<file path="src/rtl/pipelined_decode_stage_if.sv">
// Handshake, writeback and ID/EX payload bundle for pipelined_decode_stage.
// The master side drives instructions and writeback; the slave side is the decode stage.
interface pipelined_decode_stage_if #(
  parameter int BIT_DEPTH      = 32,
  parameter int LOG_PORT_DEPTH = 5
);
  logic                      in_valid;
  logic                      in_ready;
  logic [31:0]               Instruction;
  logic                      RegWriteEn;
  logic [LOG_PORT_DEPTH-1:0] RegWriteAddr;
  logic [BIT_DEPTH-1:0]      RegWriteData;
  logic                      flush;
  logic                      out_valid;
  logic                      out_ready;
  logic                      RegWrite;
  logic                      MemToReg;
  logic                      MemWrite;
  logic                      ALUSrc;
  logic [3:0]                ALUControl;
  logic [BIT_DEPTH-1:0]      RD1;
  logic [BIT_DEPTH-1:0]      RD2;
  logic [BIT_DEPTH-1:0]      ImmOut;
  logic [LOG_PORT_DEPTH-1:0] WriteReg;
  logic [LOG_PORT_DEPTH-1:0] RsOut;
  logic [LOG_PORT_DEPTH-1:0] RtOut;

  modport master (
    output in_valid, Instruction, RegWriteEn, RegWriteAddr, RegWriteData, flush, out_ready,
    input  in_ready, out_valid, RegWrite, MemToReg, MemWrite, ALUSrc, ALUControl,
    input  RD1, RD2, ImmOut, WriteReg, RsOut, RtOut
  );

  modport slave (
    input  in_valid, Instruction, RegWriteEn, RegWriteAddr, RegWriteData, flush, out_ready,
    output in_ready, out_valid, RegWrite, MemToReg, MemWrite, ALUSrc, ALUControl,
    output RD1, RD2, ImmOut, WriteReg, RsOut, RtOut
  );
endinterface

</file>
<file path="src/rtl/pipelined_decode_stage.sv">
// MIPS decode stage: 2R/1W register file, control decode, load-use stall and ID/EX register.
// Optional macro DECODE_WB_BYPASS_EN forwards same-cycle writeback data into RD1/RD2.
module pipelined_decode_stage #(
  parameter int BIT_DEPTH      = 32,
  parameter int LOG_PORT_DEPTH = 5
) (
  input  logic                    clk,
  input  logic                    rst,
  pipelined_decode_stage_if.slave bus
);
  localparam int NUM_REGS = 2 ** LOG_PORT_DEPTH;

  typedef struct packed {
    logic       reg_write;
    logic       mem_to_reg;
    logic       mem_write;
    logic       alu_src;
    logic       reg_dst;
    logic [3:0] alu_control;
  } ctrl_t;

  // Unknown opcodes/functs decode to a harmless no-write, no-store bubble.
  function automatic ctrl_t decode_ctrl(input logic [5:0] opcode, input logic [5:0] funct);
    ctrl_t c;
    c = ctrl_t'(9'd0);
    case (opcode)
      6'h00: begin
        c.reg_dst   = 1'b1;
        c.reg_write = 1'b1;
        case (funct)
          6'h20:   c.alu_control = 4'b0010;
          6'h22:   c.alu_control = 4'b0110;
          6'h24:   c.alu_control = 4'b0000;
          6'h25:   c.alu_control = 4'b0001;
          6'h27:   c.alu_control = 4'b1100;
          6'h2A:   c.alu_control = 4'b0111;
          default: c.reg_write   = 1'b0;
        endcase
      end
      6'h23: begin
        c.reg_write   = 1'b1;
        c.mem_to_reg  = 1'b1;
        c.alu_src     = 1'b1;
        c.alu_control = 4'b0010;
      end
      6'h2B: begin
        c.mem_write   = 1'b1;
        c.alu_src     = 1'b1;
        c.alu_control = 4'b0010;
      end
      6'h04: c.alu_control = 4'b0110;
      6'h08: begin
        c.reg_write   = 1'b1;
        c.alu_src     = 1'b1;
        c.alu_control = 4'b0010;
      end
      6'h0A: begin
        c.reg_write   = 1'b1;
        c.alu_src     = 1'b1;
        c.alu_control = 4'b0111;
      end
      6'h0C: begin
        c.reg_write   = 1'b1;
        c.alu_src     = 1'b1;
        c.alu_control = 4'b0000;
      end
      6'h0D: begin
        c.reg_write   = 1'b1;
        c.alu_src     = 1'b1;
        c.alu_control = 4'b0001;
      end
      default: c = ctrl_t'(9'd0);
    endcase
    return c;
  endfunction

  logic [BIT_DEPTH-1:0]      r_regs [NUM_REGS];
  logic [LOG_PORT_DEPTH-1:0] w_rs;
  logic [LOG_PORT_DEPTH-1:0] w_rt;
  logic [LOG_PORT_DEPTH-1:0] w_rd;
  logic [BIT_DEPTH-1:0]      w_rd1;
  logic [BIT_DEPTH-1:0]      w_rd2;
  logic [BIT_DEPTH-1:0]      w_imm;
  ctrl_t                     w_ctrl;
  logic                      w_wb_active;
  logic                      w_hazard;
  logic                      w_in_ready;
  logic                      w_xfer;
  logic                      w_unused_shamt;

  logic                      r_out_valid;
  logic                      r_reg_write;
  logic                      r_mem_to_reg;
  logic                      r_mem_write;
  logic                      r_alu_src;
  logic [3:0]                r_alu_control;
  logic [BIT_DEPTH-1:0]      r_rd1;
  logic [BIT_DEPTH-1:0]      r_rd2;
  logic [BIT_DEPTH-1:0]      r_imm;
  logic [LOG_PORT_DEPTH-1:0] r_write_reg;
  logic [LOG_PORT_DEPTH-1:0] r_rs_out;
  logic [LOG_PORT_DEPTH-1:0] r_rt_out;

  assign w_rs           = LOG_PORT_DEPTH'(bus.Instruction[25:21]);
  assign w_rt           = LOG_PORT_DEPTH'(bus.Instruction[20:16]);
  assign w_rd           = LOG_PORT_DEPTH'(bus.Instruction[15:11]);
  assign w_imm          = {{(BIT_DEPTH-16){bus.Instruction[15]}}, bus.Instruction[15:0]};
  assign w_ctrl         = decode_ctrl(bus.Instruction[31:26], bus.Instruction[5:0]);
  assign w_unused_shamt = ^bus.Instruction[10:6];
  assign w_wb_active    = bus.RegWriteEn && (bus.RegWriteAddr != {LOG_PORT_DEPTH{1'b0}});

  // Load-use: the held load targets a source of the instruction now being presented.
  assign w_hazard   = r_out_valid && r_mem_to_reg && r_reg_write &&
                      (r_write_reg != {LOG_PORT_DEPTH{1'b0}}) &&
                      ((r_write_reg == w_rs) || (r_write_reg == w_rt));
  assign w_in_ready = (!r_out_valid || bus.out_ready) && !w_hazard && !bus.flush;
  assign w_xfer     = bus.in_valid && w_in_ready;

  // Register-file read ports with r0 hard-wired to zero
  always_comb begin
    w_rd1 = {BIT_DEPTH{1'b0}};
    w_rd2 = {BIT_DEPTH{1'b0}};
`ifdef DECODE_WB_BYPASS_EN
    if (w_wb_active && (bus.RegWriteAddr == w_rs)) begin
      w_rd1 = bus.RegWriteData;
    end else if (w_rs != {LOG_PORT_DEPTH{1'b0}}) begin
      w_rd1 = r_regs[w_rs];
    end else begin
      w_rd1 = {BIT_DEPTH{1'b0}};
    end
    if (w_wb_active && (bus.RegWriteAddr == w_rt)) begin
      w_rd2 = bus.RegWriteData;
    end else if (w_rt != {LOG_PORT_DEPTH{1'b0}}) begin
      w_rd2 = r_regs[w_rt];
    end else begin
      w_rd2 = {BIT_DEPTH{1'b0}};
    end
`else
    if (w_rs != {LOG_PORT_DEPTH{1'b0}}) begin
      w_rd1 = r_regs[w_rs];
    end else begin
      w_rd1 = {BIT_DEPTH{1'b0}};
    end
    if (w_rt != {LOG_PORT_DEPTH{1'b0}}) begin
      w_rd2 = r_regs[w_rt];
    end else begin
      w_rd2 = {BIT_DEPTH{1'b0}};
    end
`endif
  end

  // Register-file write port; reset clears every entry
  always_ff @(posedge clk) begin
    if (rst) begin
      for (int i = 0; i < NUM_REGS; i++) begin
        r_regs[i] <= {BIT_DEPTH{1'b0}};
      end
    end else if (w_wb_active) begin
      r_regs[bus.RegWriteAddr] <= bus.RegWriteData;
    end
  end

  // ID/EX register: payload only moves on transfer-in, valid drops on drain or flush
  always_ff @(posedge clk) begin
    if (rst) begin
      r_out_valid   <= 1'b0;
      r_reg_write   <= 1'b0;
      r_mem_to_reg  <= 1'b0;
      r_mem_write   <= 1'b0;
      r_alu_src     <= 1'b0;
      r_alu_control <= 4'b0000;
      r_rd1         <= {BIT_DEPTH{1'b0}};
      r_rd2         <= {BIT_DEPTH{1'b0}};
      r_imm         <= {BIT_DEPTH{1'b0}};
      r_write_reg   <= {LOG_PORT_DEPTH{1'b0}};
      r_rs_out      <= {LOG_PORT_DEPTH{1'b0}};
      r_rt_out      <= {LOG_PORT_DEPTH{1'b0}};
    end else if (w_xfer) begin
      r_out_valid   <= 1'b1;
      r_reg_write   <= w_ctrl.reg_write;
      r_mem_to_reg  <= w_ctrl.mem_to_reg;
      r_mem_write   <= w_ctrl.mem_write;
      r_alu_src     <= w_ctrl.alu_src;
      r_alu_control <= w_ctrl.alu_control;
      r_rd1         <= w_rd1;
      r_rd2         <= w_rd2;
      r_imm         <= w_imm;
      r_write_reg   <= w_ctrl.reg_dst ? w_rd : w_rt;
      r_rs_out      <= w_rs;
      r_rt_out      <= w_rt;
    end else if (bus.flush || bus.out_ready) begin
      r_out_valid <= 1'b0;
    end
  end

  assign bus.in_ready   = w_in_ready;
  assign bus.out_valid  = r_out_valid;
  assign bus.RegWrite   = r_reg_write;
  assign bus.MemToReg   = r_mem_to_reg;
  assign bus.MemWrite   = r_mem_write;
  assign bus.ALUSrc     = r_alu_src;
  assign bus.ALUControl = r_alu_control;
  assign bus.RD1        = r_rd1;
  assign bus.RD2        = r_rd2;
  assign bus.ImmOut     = r_imm;
  assign bus.WriteReg   = r_write_reg;
  assign bus.RsOut      = r_rs_out;
  assign bus.RtOut      = r_rt_out;
endmodule
</file>
<file path="src/flat_wrapper.sv">
// flat-port wrapper written by rule: the top's interface ports become plain ports
module pipelined_decode_stage_flat 
#(
  parameter int BIT_DEPTH      = 32,
  parameter int LOG_PORT_DEPTH = 5
)
  (clk, rst, bus_in_valid, bus_Instruction, bus_RegWriteEn, bus_RegWriteAddr, bus_RegWriteData, bus_flush, bus_out_ready, bus_in_ready, bus_out_valid, bus_RegWrite, bus_MemToReg, bus_MemWrite, bus_ALUSrc, bus_ALUControl, bus_RD1, bus_RD2, bus_ImmOut, bus_WriteReg, bus_RsOut, bus_RtOut);
  pipelined_decode_stage_if #(.BIT_DEPTH(BIT_DEPTH), .LOG_PORT_DEPTH(LOG_PORT_DEPTH)) bus_i ();
  input  logic clk;
  input  logic rst;
  input wire logic [$bits(bus_i.in_valid)-1:0] bus_in_valid;
  input wire logic [$bits(bus_i.Instruction)-1:0] bus_Instruction;
  input wire logic [$bits(bus_i.RegWriteEn)-1:0] bus_RegWriteEn;
  input wire logic [$bits(bus_i.RegWriteAddr)-1:0] bus_RegWriteAddr;
  input wire logic [$bits(bus_i.RegWriteData)-1:0] bus_RegWriteData;
  input wire logic [$bits(bus_i.flush)-1:0] bus_flush;
  input wire logic [$bits(bus_i.out_ready)-1:0] bus_out_ready;
  output wire logic [$bits(bus_i.in_ready)-1:0] bus_in_ready;
  output wire logic [$bits(bus_i.out_valid)-1:0] bus_out_valid;
  output wire logic [$bits(bus_i.RegWrite)-1:0] bus_RegWrite;
  output wire logic [$bits(bus_i.MemToReg)-1:0] bus_MemToReg;
  output wire logic [$bits(bus_i.MemWrite)-1:0] bus_MemWrite;
  output wire logic [$bits(bus_i.ALUSrc)-1:0] bus_ALUSrc;
  output wire logic [$bits(bus_i.ALUControl)-1:0] bus_ALUControl;
  output wire logic [$bits(bus_i.RD1)-1:0] bus_RD1;
  output wire logic [$bits(bus_i.RD2)-1:0] bus_RD2;
  output wire logic [$bits(bus_i.ImmOut)-1:0] bus_ImmOut;
  output wire logic [$bits(bus_i.WriteReg)-1:0] bus_WriteReg;
  output wire logic [$bits(bus_i.RsOut)-1:0] bus_RsOut;
  output wire logic [$bits(bus_i.RtOut)-1:0] bus_RtOut;
  assign bus_i.in_valid = bus_in_valid;
  assign bus_i.Instruction = bus_Instruction;
  assign bus_i.RegWriteEn = bus_RegWriteEn;
  assign bus_i.RegWriteAddr = bus_RegWriteAddr;
  assign bus_i.RegWriteData = bus_RegWriteData;
  assign bus_i.flush = bus_flush;
  assign bus_i.out_ready = bus_out_ready;
  assign bus_in_ready = bus_i.in_ready;
  assign bus_out_valid = bus_i.out_valid;
  assign bus_RegWrite = bus_i.RegWrite;
  assign bus_MemToReg = bus_i.MemToReg;
  assign bus_MemWrite = bus_i.MemWrite;
  assign bus_ALUSrc = bus_i.ALUSrc;
  assign bus_ALUControl = bus_i.ALUControl;
  assign bus_RD1 = bus_i.RD1;
  assign bus_RD2 = bus_i.RD2;
  assign bus_ImmOut = bus_i.ImmOut;
  assign bus_WriteReg = bus_i.WriteReg;
  assign bus_RsOut = bus_i.RsOut;
  assign bus_RtOut = bus_i.RtOut;
  pipelined_decode_stage #(.BIT_DEPTH(BIT_DEPTH), .LOG_PORT_DEPTH(LOG_PORT_DEPTH)) u_core (.clk(clk), .rst(rst), .bus(bus_i));
endmodule
</file>
<file path="config.mk">
export PLATFORM = sky130hd
export DESIGN_NAME = pipelined_decode_stage_flat
export DESIGN_NICKNAME = d
export VERILOG_FILES = /design/src/rtl/pipelined_decode_stage_if.sv /design/src/rtl/pipelined_decode_stage.sv /design/src/flat_wrapper.sv
export SDC_FILE = /design/constraint.sdc
export NUM_CORES = 2
export LEC_CHECK = 0
export ABC_AREA = 1
export CELL_PAD_IN_SITES_DETAIL_PLACEMENT = 1
export CELL_PAD_IN_SITES_GLOBAL_PLACEMENT = 1
export CORE_MARGIN = 2
export CORE_UTILIZATION = 42
export DETAILED_ROUTE_END_ITERATION = 6
export PLACE_DENSITY = 0.78
export SLEW_MARGIN = 20
export SYNTH_ARGS = -nofsm -noshare
export SYNTH_HDL_FRONTEND = slang
export SYNTH_SLANG_ARGS = --single-unit
</file>
<file path="constraint.sdc">
create_clock -name clk -period 2.6 [get_ports clk]
set_clock_uncertainty 0.15 [all_clocks]
set_input_delay 0.52 -clock clk [delete_from_list [all_inputs] [get_ports clk]]
set_output_delay 0.52 -clock clk [all_outputs]
set_load 0.005 [all_outputs]
</file>
==> flow_summary.json <==
{
  "netSwitchingFraction_pct": 28.5,
  "critPathArrivalTime_ns": 3.09,
  "drtAntennaViolNets": 0,
  "fmax_mhz": 369,
  "syn2layout_area_growth_pct": 20.9,
  "cp_slowest_cell": "nor3_4",
  "met3_usage_pct": 7.24,
  "routedWlPerCell_um": 25.5,
  "r2r_slack_ns": 0.37,
  "finalCritPeriodShare_pct": 104,
  "nFillCells": 18000,
  "clk_latency_ns": 0.80,
  "grt_pass1_wl_mm": 404,
  "grt_pass1_vias": 65100,
  "nets": 8727,
  "syn_area_mm2": 0.0633,
  "hold_viol": 0,
  "crit_end": "u_core.r_regs[22][7]",
  "dieHeight_um": 392,
  "drt-initial-drc-count": 7734,
  "synth_cell_types": 23,
  "p_seq_share_pct": 43.4,
  "cts_buffers": 137,
  "violations": "setup timing",
  "vias": 63000,
  "die_area_mm2": 0.154,
  "finalWirelength_mm": 275,
  "reg2reg_to": "u_core.bus.RD2[26]",
  "p_per_area_mw_per_mm2": 636,
  "cp_max_fo": 19,
  "grt-ovfl-total": 0,
  "path_cells": "clkdlybuf4s50_1, nor3_4, buf_6, nand2_1, nand3_1, inv_1, nand2_1, inv_1, nand2_1, nand2_2, buf_12",
  "grtUsageMet2_pct": 57.1,
  "initial_core_util_pct": 42.3,
  "power_mw": 48.7,
  "dp_hpwl_mm": 188,
  "switchingPower_mw": 13.9,
  "grt_util_all_layers_pct": 35.2,
  "slew_violations": 0,
  "synth_seq_cells": 1128,
  "clockRootBuffer": "clkbuf_16",
  "globalplace.congestion": 0.954,
  "antenna_found_initial": 7,
  "worstRegToRegCells": 10,
  "yosysWarnings": 0,
  "syn_inst": 8370,
  "seqCellArea_mm2": 0.0329,
  "worst_pin_slew_ns": 0.830,
  "outcome": "finished with violations",
  "tritoncts": "built",
  "rows": 142,
  "first_pass_iters": 6,
  "io_buffers": 195,
  "ios": 196,
  "grt_util_met1_pct": 44.2,
  "setup_viol": 566,
  "worstSetupStartpoint": "bus_RegWriteAddr[3]",
  "rr_startpoint": "u_core.r_regs[26][26]",
  "worstSetupPathType": "input pin to register",
  "fin_area_mm2": 0.0766,
  "cts_sinks": 1128,
  "die_w_um": 392,
  "synth.avg_cell_area_um2": 7.57,
  "worstPathRequired_ns": 2.98,
  "clkTransAtPathRegs_ns": 0.06,
  "grt_setup_unrepaired": "yes",
  "multi_input_area_mm2": 0.0237,
  "setup_slack_ns": -0.108,
  "period_needed_ns": 2.71,
  "grt_busiest_layer": "met2",
  "internal_power_mw": 34.8,
  "crit_path_frequent_cell": "nand2_1",
  "min_path_type": "input pin to register",
  "drc": 0,
  "drive_gt1_share_pct": 10.0,
  "max_stage_delay_ns": 0.53,
  "grt_max_degree": 131,
  "ir_worst_vdd_mv": 0.555,
  "final_core_util_pct": 51.1,
  "place_area_mm2": 0.0718,
  "p_comb_share_pct": 16.0,
  "cp-end-kind": "register",
  "cts_buffer_depth": 3,
  "via_per_inst": 5.85,
  "core_mm2": 0.150,
  "hold_slack_ns": 0.120,
  "p_leak_nw": 34.8,
  "pwr-share-clk_pct": 40.7,
  "critPathLaunchType": "input pin",
  "cts-htree-levels": 4,
  "max_cap_violations": 0,
  "ys_seq_area_share_pct": 51.8,
  "slew_headroom_pct": 44.7
}
-- metal layers --
metal | up-vias | routed length [um]
li1 | 27300 | -
met1 | 31000 | 104000
met2 | 3728 | 127000
met3 | 979 | 29100
met4 | 10 | 15000
met5 | - | 60
-- final cells by class --
cell class              instances  share of cell area (%)
well taps                    2016                    3.29
multi-input cells            5520                    30.9
clock inverters                89                    1.15
flip-flops and latches       1128                    42.9
inverters                    1071                    5.32
repair buffers                794                    11.6
clock buffers                 159                    4.75
diodes                          1                 0.00327
-- synthesized netlist by cell type --
library cell	instances	share of area [%]
inv_2	5	0.030
inv_1	1066	6.3
dfxtp_1	104	3.3
o21ai_0	10	0.079
or2_1	3	0.030
nand3b_1	1	0.012
nand4_1	10	0.099
nand3_1	1753	14
xnor2_1	2	0.028
clkbuf_1	271	1.6
nor3_1	13	0.10
buf_4	23	0.27
edfxtp_1	1024	49
buf_2	329	2.6
buf_1	59	0.35
conb_1	1	0.0059
o21ai_1	5	0.040
nor2_1	1305	7.7
a21boi_0	1	0.012
nand3_2	1	0.016
nand2_1	2215	13
o211ai_1	129	1.5
a21oi_1	40	0.32
-- how the worst min path moves through the flow --
stage | startpoint | endpoint | depth (start not counted)
6_report | rst | u_core.bus.RD2[22] | 3
3_5_place_dp | u_core.bus.RsOut[4] | u_core.bus.RsOut[4] | 2
3_3_place_gp | u_core.bus.RsOut[4] | u_core.bus.RsOut[4] | 2
5_1_grt | bus_Instruction[6] | u_core.bus.ImmOut[6] | 3
4_1_cts | bus_Instruction[8] | u_core.bus.ImmOut[8] | 3
2_1_floorplan | u_core.bus.ImmOut[0] | u_core.bus.ImmOut[0] | 2
-- through the flow --
stage	instances	setup WS, ns	setup TNS (ns)
after floorplan	8401	-0.113	-98.66
after detailed placement	10500	-0.930	-1670.91
after global placement	10500	-1.32	-2436.57
after CTS	10800	-0.0957	-0.0957
after global routing	10800	-0.0532	-7.60
final	10800	-0.108	-19.88
-- layout by cell type, fill, tap and decap left out, types with 3 or more instances in the layout --
master / netlist / routed
nor3_1: 13 / 12
or2_1: 3 / 3
buf_12: 0 / 195
dfxtp_1: 104 / 98
clkinv_2: 0 / 22
clkdlybuf4s50_1: 0 / 183
edfxtp_1: 1024 / 1024
conb_1: 1 / 32
nand2_2: 0 / 43
o21ai_0: 10 / 10
buf_6: 0 / 3
clkinvlp_2: 0 / 3
dfxtp_4: 0 / 6
inv_2: 5 / 4
nand4_1: 10 / 10
clkbuf_1: 271 / 16
buf_4: 23 / 402
nand3_1: 1753 / 1753
o21ai_1: 5 / 5
clkinvlp_4: 0 / 10
nand2_1: 2215 / 2172
nor2_1: 1305 / 1305
clkinv_1: 0 / 31
bufinv_16: 0 / 16
buf_8: 0 / 4
clkbuf_16: 0 / 144
inv_6: 0 / 9
o211ai_1: 129 / 129
dlygate4sd3_1: 0 / 3
inv_8: 0 / 4
a21oi_1: 40 / 40
inv_1: 1066 / 1056
buf_2: 329 / 3
-- sequential cells by signal, indices dropped and copies added (netlist names), 4 cells and up --
name and cells:
u_core.bus.WriteReg 5, u_core.bus.RD2 32, u_core.r_regs 1024, u_core.bus.ImmOut 16, u_core.bus.ALUControl 4, u_core.bus.RD1 32
u_core.bus.RsOut 5, u_core.bus.RtOut 5
-- power by group through the flow --
stage	clock network [mW]	registers (mW)	logic (mW)
after CTS	19.9	21.1	7.53
after global routing	20.5	21.2	8.23
after floorplan	0	21.4	3.84
after global placement	0	21.4	7.17
final	19.8	21.1	7.77
after detailed placement	0	21.5	7.45
-- cell families (layout without fill, tap and decap cells) --
group | count (synthesis) | in the layout | share of synthesized area, %
AND/OR/NAND/NOR | 5301 | 5301 | 35.0
buffers and inverters | 1753 | 2113 | 11.2
flip-flops | 1128 | 1128 | 51.8
AO/OA/AOI/OAI | 185 | 185 | 1.98
XOR/XNOR | 2 | 2 | 0.0277
other | 1 | 33 | 0.00592
-- worst max-delay path, delay by kind of cell --
family / cells / cell delay, ns
buffers and inverters: 5 / 1.30
and+or+nand+nor: 6 / 1.22
-- what timing repair did --
item,in CTS,in global routing
hold buffers,3,0
setup endpoints to repair,1331,1034
pin swaps,0,3
hold endpoints to repair,3,0
gates cloned,0,1
resized for setup,16,22
buffers inserted,0,6
(Power assumes the default switching activity.)
